**src/rtl/eig_req_ctrl.sv**
```systemverilog
// Request controller for an iterative eigen core: queues coefficient pairs, launches one
// core request at a time, and holds each result (or an abort record) until downstream takes it.
module eig_req_ctrl #(
    parameter int W       = 32,
    parameter int DEPTH   = 4,
    parameter int TIMEOUT = 1024
) (
    input  logic                       clk,
    input  logic                       rst,
    input  logic                       ena,
    input  logic                       in_valid,
    output logic                       in_ready,
    input  logic signed [W-1:0]        in_a0,
    input  logic signed [W-1:0]        in_a1,
    output logic                       core_data_rdy,
    output logic signed [W-1:0]        core_a0,
    output logic signed [W-1:0]        core_a1,
    input  logic                       core_busy,
    input  logic signed [W-1:0]        core_kappa,
    input  logic signed [W-1:0]        core_inv_kappa,
    input  logic [2:0]                 core_regime,
    output logic                       out_valid,
    input  logic                       out_ready,
    output logic signed [W-1:0]        out_kappa,
    output logic signed [W-1:0]        out_inv_kappa,
    output logic [2:0]                 out_regime,
    output logic                       out_timeout,
    output logic [$clog2(DEPTH):0]     fifo_count,
    output logic [2:0]                 state_dbg
);

    localparam int AW = $clog2(DEPTH);
    localparam int CW = AW + 1;
    localparam int TW = (TIMEOUT > 1) ? $clog2(TIMEOUT) : 1;
    localparam logic [TW-1:0] T_LAST = TW'(TIMEOUT - 1);

    typedef enum logic [2:0] {
        S_IDLE   = 3'd0,
        S_LAUNCH = 3'd1,
        S_SETTLE = 3'd2,
        S_WAIT   = 3'd3,
        S_HOLD   = 3'd4
    } state_t;

    state_t state, state_nx;

    logic signed [W-1:0] mem_a0 [DEPTH];
    logic signed [W-1:0] mem_a1 [DEPTH];
    logic [AW-1:0]       wr_ptr, rd_ptr;
    logic                push, pop;
    logic                capture, abort;
    logic                settle_cnt;
    logic [TW-1:0]       timer;

    // Handshakes: a transfer happens on a cycle where valid and ready are both high (and ena
    // is high); ready never depends on valid, and out_valid is held until out_ready is seen.
    assign in_ready      = ena && !rst && (fifo_count < CW'(DEPTH));
    assign push          = in_valid && in_ready;
    assign core_data_rdy = ena && (state == S_LAUNCH);
    assign out_valid     = (state == S_HOLD);
    assign state_dbg     = state;

    always_ff @(posedge clk) begin
        if (push) begin
            mem_a0[wr_ptr] <= in_a0;
            mem_a1[wr_ptr] <= in_a1;
        end
    end

    always_ff @(posedge clk) begin
        if (rst) begin
            wr_ptr     <= '0;
            rd_ptr     <= '0;
            fifo_count <= '0;
        end else begin
            if (push) wr_ptr <= wr_ptr + AW'(1);
            if (pop)  rd_ptr <= rd_ptr + AW'(1);
            case ({push, pop})
                2'b10:   fifo_count <= fifo_count + CW'(1);
                2'b01:   fifo_count <= fifo_count - CW'(1);
                default: fifo_count <= fifo_count;
            endcase
        end
    end

    always_ff @(posedge clk) begin
        if (rst) begin
            state <= S_IDLE;
        end else if (ena) begin
            state <= state_nx;
        end
    end

    always_comb begin
        state_nx = state;
        pop      = 1'b0;
        capture  = 1'b0;
        abort    = 1'b0;
        case (state)
            S_IDLE: begin
                if (fifo_count != '0) begin
                    pop      = ena;
                    state_nx = S_LAUNCH;
                end
            end
            S_LAUNCH: state_nx = S_SETTLE;
            // core_busy is only meaningful two cycles after the request pulse
            S_SETTLE: begin
                if (settle_cnt) state_nx = S_WAIT;
            end
            S_WAIT: begin
                if (!core_busy) begin
                    capture  = 1'b1;
                    state_nx = S_HOLD;
                end else if (timer == T_LAST) begin
                    abort    = 1'b1;
                    state_nx = S_HOLD;
                end
            end
            S_HOLD: begin
                if (out_ready) state_nx = S_IDLE;
            end
            default: state_nx = S_IDLE;
        endcase
    end

    always_ff @(posedge clk) begin
        if (rst) begin
            settle_cnt    <= 1'b0;
            timer         <= '0;
            core_a0       <= '0;
            core_a1       <= '0;
            out_kappa     <= '0;
            out_inv_kappa <= '0;
            out_regime    <= 3'b000;
            out_timeout   <= 1'b0;
        end else if (ena) begin
            if (pop) begin
                core_a0 <= mem_a0[rd_ptr];
                core_a1 <= mem_a1[rd_ptr];
            end
            settle_cnt <= (state == S_SETTLE) && !settle_cnt;
            // Any non-WAIT cycle clears the timer, so it always starts at zero in WAIT
            if (state == S_WAIT) timer <= timer + TW'(1);
            else                 timer <= '0;
            if (capture) begin
                out_kappa     <= core_kappa;
                out_inv_kappa <= core_inv_kappa;
                out_regime    <= core_regime;
                out_timeout   <= 1'b0;
            end else if (abort) begin
                out_kappa     <= '0;
                out_inv_kappa <= '0;
                out_regime    <= 3'b000;
                out_timeout   <= 1'b1;
            end
        end
    end

endmodule

```
**config.mk**
```make
export PLATFORM = sky130hd
export DESIGN_NAME = eig_req_ctrl
export DESIGN_NICKNAME = d
export VERILOG_FILES = /design/src/rtl/eig_req_ctrl.sv
export SDC_FILE = /design/constraint.sdc
export NUM_CORES = 1
export LEC_CHECK = 0
export CORE_MARGIN = 5
export CORE_UTILIZATION = 31
export CTS_BUF_LIST = sky130_fd_sc_hd__clkbuf_4 sky130_fd_sc_hd__clkbuf_8
export CTS_CLUSTER_SIZE = 24
export DETAILED_ROUTE_END_ITERATION = 6
export GPL_ROUTABILITY_DRIVEN = 0
export PLACE_DENSITY = 0.63
export SLEW_MARGIN = 40
export SYNTH_ARGS = -nofsm -noshare
export SYNTH_HDL_FRONTEND = slang
export SYNTH_SLANG_ARGS = --single-unit
```
**constraint.sdc**
```tcl
create_clock -name clk -period 4 [get_ports clk]
set_input_delay 0.8 -clock clk [delete_from_list [all_inputs] [get_ports clk]]
set_output_delay 0.8 -clock clk [all_outputs]
set_load 0.02 [all_outputs]
```
==> flow_metrics.env <==
export IMPL_status="completed"
export IMPL_postPlaceCellArea_sq_mm=0.0181
export IMPL_arrival_ns=2.59
export IMPL_synthFlopType="edfxtp_1"
export IMPL_ys_seq_elements=409
export IMPL_ios=278
export IMPL_power_density_mw_per_mm2=531
export IMPL_rows=79
export IMPL_antenna_found_initial=7
export IMPL_syn_nets=1036
export IMPL_cts_buffers=72
export IMPL_initial_core_util=0.313
export IMPL_seq_area_frac_synth=0.739
export IMPL_wirelength_mm=35.8
export IMPL_cts_resized=0
export IMPL_crit_required_ns=3.20
export IMPL_fin_skew_ns=0.0219
export IMPL_clk_latency_ns=0.63
export IMPL_hold_buffers=0
export IMPL_htreeDepth=3
export IMPL_setup_tns_ns=0
export IMPL_clockRootBuffer="clkbuf_8"
export IMPL_grt_ovfl_total=0
export IMPL_antenna_left=0
export IMPL_critPathBufInv=3
export IMPL_p_leak_nw=6.46
export IMPL_area_growth_pct=35.1
export IMPL_worstSetupStartpointType="input pin"
export IMPL_timing_rr_start="fifo_count[0]"
export IMPL_fmax_mhz=295
export IMPL_synthCells=892
export IMPL_hold_class="register to register"
export IMPL_cts_setup_buffers=0
export IMPL_synthesis_area_sq_mm=0.0145
export IMPL_synth_distinct_cells=39
export IMPL_drt_first_iter_violations=427
export IMPL_fill_cells=4223
export IMPL_crit_top_cell="clkdlybuf4s50_1"
export IMPL_path_cells="clkdlybuf4s50_1 > inv_1 > nor3_1 > clkdlybuf4s50_1"
export IMPL_critPathLaunch="ena"
export IMPL_grt_total_usage=0.137
export IMPL_nNetsFinal=1354
export IMPL_die_area_sq_mm=0.0513
export IMPL_synth_edff_count=256
export IMPL_hold_viol=0
export IMPL_fin_area_sq_mm=0.0197
export IMPL_grt_max_degree=66
export IMPL_synth_warnings=0
export IMPL_path_delay_family="buffers and inverters"
export IMPL_numPortBuffers=277
export IMPL_drtPass1Iterations=5
export IMPL_dieHeight_um=227
export IMPL_cp_slowest_cell="clkdlybuf4s50_1"
export IMPL_first_global_vias=9232
export IMPL_rsz0062_at_grt="no"
export IMPL_fin_crit_sh=0.847
export IMPL_viasPerCell=4.66
export IMPL_ir_worst_vdd_v=0.000352
export IMPL_dp_hpwl_mm=22.0
export IMPL_finalSetupViolCount=0
export IMPL_worst_path_largest_cell_delay_ns=0.73
export IMPL_slew_headroom=0.499
export IMPL_critical_path_endpoint_type="primary output"
export IMPL_slew_violations=0
export IMPL_multi_input_area_sq_mm=0.00352
export IMPL_post_route_drc_count=0
export IMPL_clk_pin_slew_worst_paths_ns=0.05
export IMPL_min_period_ns=3.39
export IMPL_routed_via_count=8763
export IMPL_core_area_sq_mm=0.0465
export IMPL_synth_area_per_cell_sq_um=16.3
export IMPL_crit_type="input pin to primary output"
export IMPL_ff_latch_area_sq_mm=0.0108
export IMPL_cts_tree="built"
export IMPL_grt_pass1_wl_mm=54.1
export IMPL_drv_cap=0
export IMPL_drive_above_1_share=0.183
export IMPL_tightest_slew_ns=0.750
export IMPL_dieWidth_um=227
export IMPL_cts_num_sinks=409
export IMPL_hold_start="core_a1[14]"
export IMPL_path_max_fanout=12
export IMPL_avgRoutedWirePerCell_um=19.0
export IMPL_async_flop_share=0
export IMPL_cts_buffer_depth=3
## per-layer routing
layer,wire length [um],vias up,global-route usage,share of wire
li1,-,4031,-,-
met1,15000,4325,0.171,0.42
met2,16400,325,0.220,0.46
met3,3480,74,0.0557,0.097
met4,810,8,0.0454,0.023
met5,51,-,0,0.0014
## layout make-up
type	count	area share
Sequential cell	409	0.547
Tap cell	607	0.0387
Inverter	7	0.00134
Clock inverter	11	0.00382
Multi-Input combinational cell	421	0.179
Timing Repair Buffer	299	0.157
Antenna cell	3	0.000382
Clock buffer	122	0.0724
## sequential cells by signal, summed over array words and instances, names as in the netlist, 10 cells and up
signal         flops
core_a0           32
out_inv_kappa     32
mem_a0           128
out_kappa         32
core_a1           32
mem_a1           128
timer             10
## logic make-up (layout without fill, tap and decap cells)
family,Yosys count,in the layout,synth area share
flip-flops,409,409,0.739
XOR/XNOR,14,14,0.00843
AO/OA/AOI/OAI,146,146,0.0706
multiplexers,65,65,0.0998
buffers and inverters,62,439,0.0213
other,0,3,0
AND/OR/NAND/NOR,189,189,0.0539
adder cells (fa/ha/maj),7,7,0.00654
## report_power, final
part	internal, mW	switching [mW]	total [mW]	leakage, nW
Combinational	0.815	0.880	1.69	2.10
Sequential	4.66	0.144	4.81	3.55
Clock	2.25	1.68	3.93	0.809
## cells in the final DEF (no fill, tap or decap), types with 5 or more instances in the layout
cell type	count
dfxtp_1	151
mux4_2	64
nor2_1	24
inv_1	6
clkinv_2	5
clkbuf_4	41
xnor2_1	8
edfxtp_1	256
a21oi_1	68
nor3_1	5
clkdlybuf4s50_1	276
a22o_1	67
xor2_1	6
buf_4	9
ha_1	6
clkbuf_8	81
buf_12	11
nand2_1	135
## path summary, 6_finish.rpt
| check | to | slack [ns] | depth (start not counted) |
|---|---|---|---|
| max | in_ready | 0.61 | 4 |
| min | core_a1[14] | 0.45 | 2 |
| max reg2reg | fifo_count[2] | 1.75 | 8 |
| min reg2reg | core_a1[14] | 0.45 | 2 |
## synthesized netlist by cell type, types with 2 or more instances
cell type    n  area, sq um
edfxtp_1   256         7690
dfxtp_1    153         3060
nand2_1    135          507
a21oi_1     68          340
a22o_1      67          587
mux4_2      64         1440
nor2_1      25         93.8
buf_2       23          115
clkbuf_1    19         71.3
xnor2_1      8         70.1
inv_1        7         26.3
ha_1         6         75.1
xor2_1       6         52.6
and2_1       5         31.3
buf_4        5         37.5
nor3_1       5         25.0
buf_1        4         15.0
buf_6        4         45.0
nand2b_1     4         25.0
nand3_1      3         15.0
nand4_1      3         18.8
or3_1        3         18.8
nor2b_1      2         12.5
o21ai_0      2         10.0
## per-stage QoR
| step | hold WS, ns | setup WS (ns) | total power, mW | util | instances |
|---|---|---|---|---|---|
| finish | 0.450 | 0.614 | 10.4 | 0.423 | 1879 |
| global route | 0.466 | 0.536 | 11.0 | 0.423 | 1877 |
| CTS | 0.453 | 0.655 | 10.7 | 0.423 | 1876 |
| detailed placement | 0.446 | 0.654 | 6.64 | 0.390 | 1743 |
| global placement | 0.443 | 0.690 | 6.59 | 0.389 | 1740 |
| floorplan | 0.468 | 0.504 | 5.85 | - | 892 |
## tightest hold or removal path, delay by kind of cell, from the launching register on
kind	cells	cell delay, ns
AND/OR/NAND/NOR	1	0.05
flip-flops	1	0.30
AO/OA/AOI/OAI	1	0.05
(Power assumes the default switching activity.)
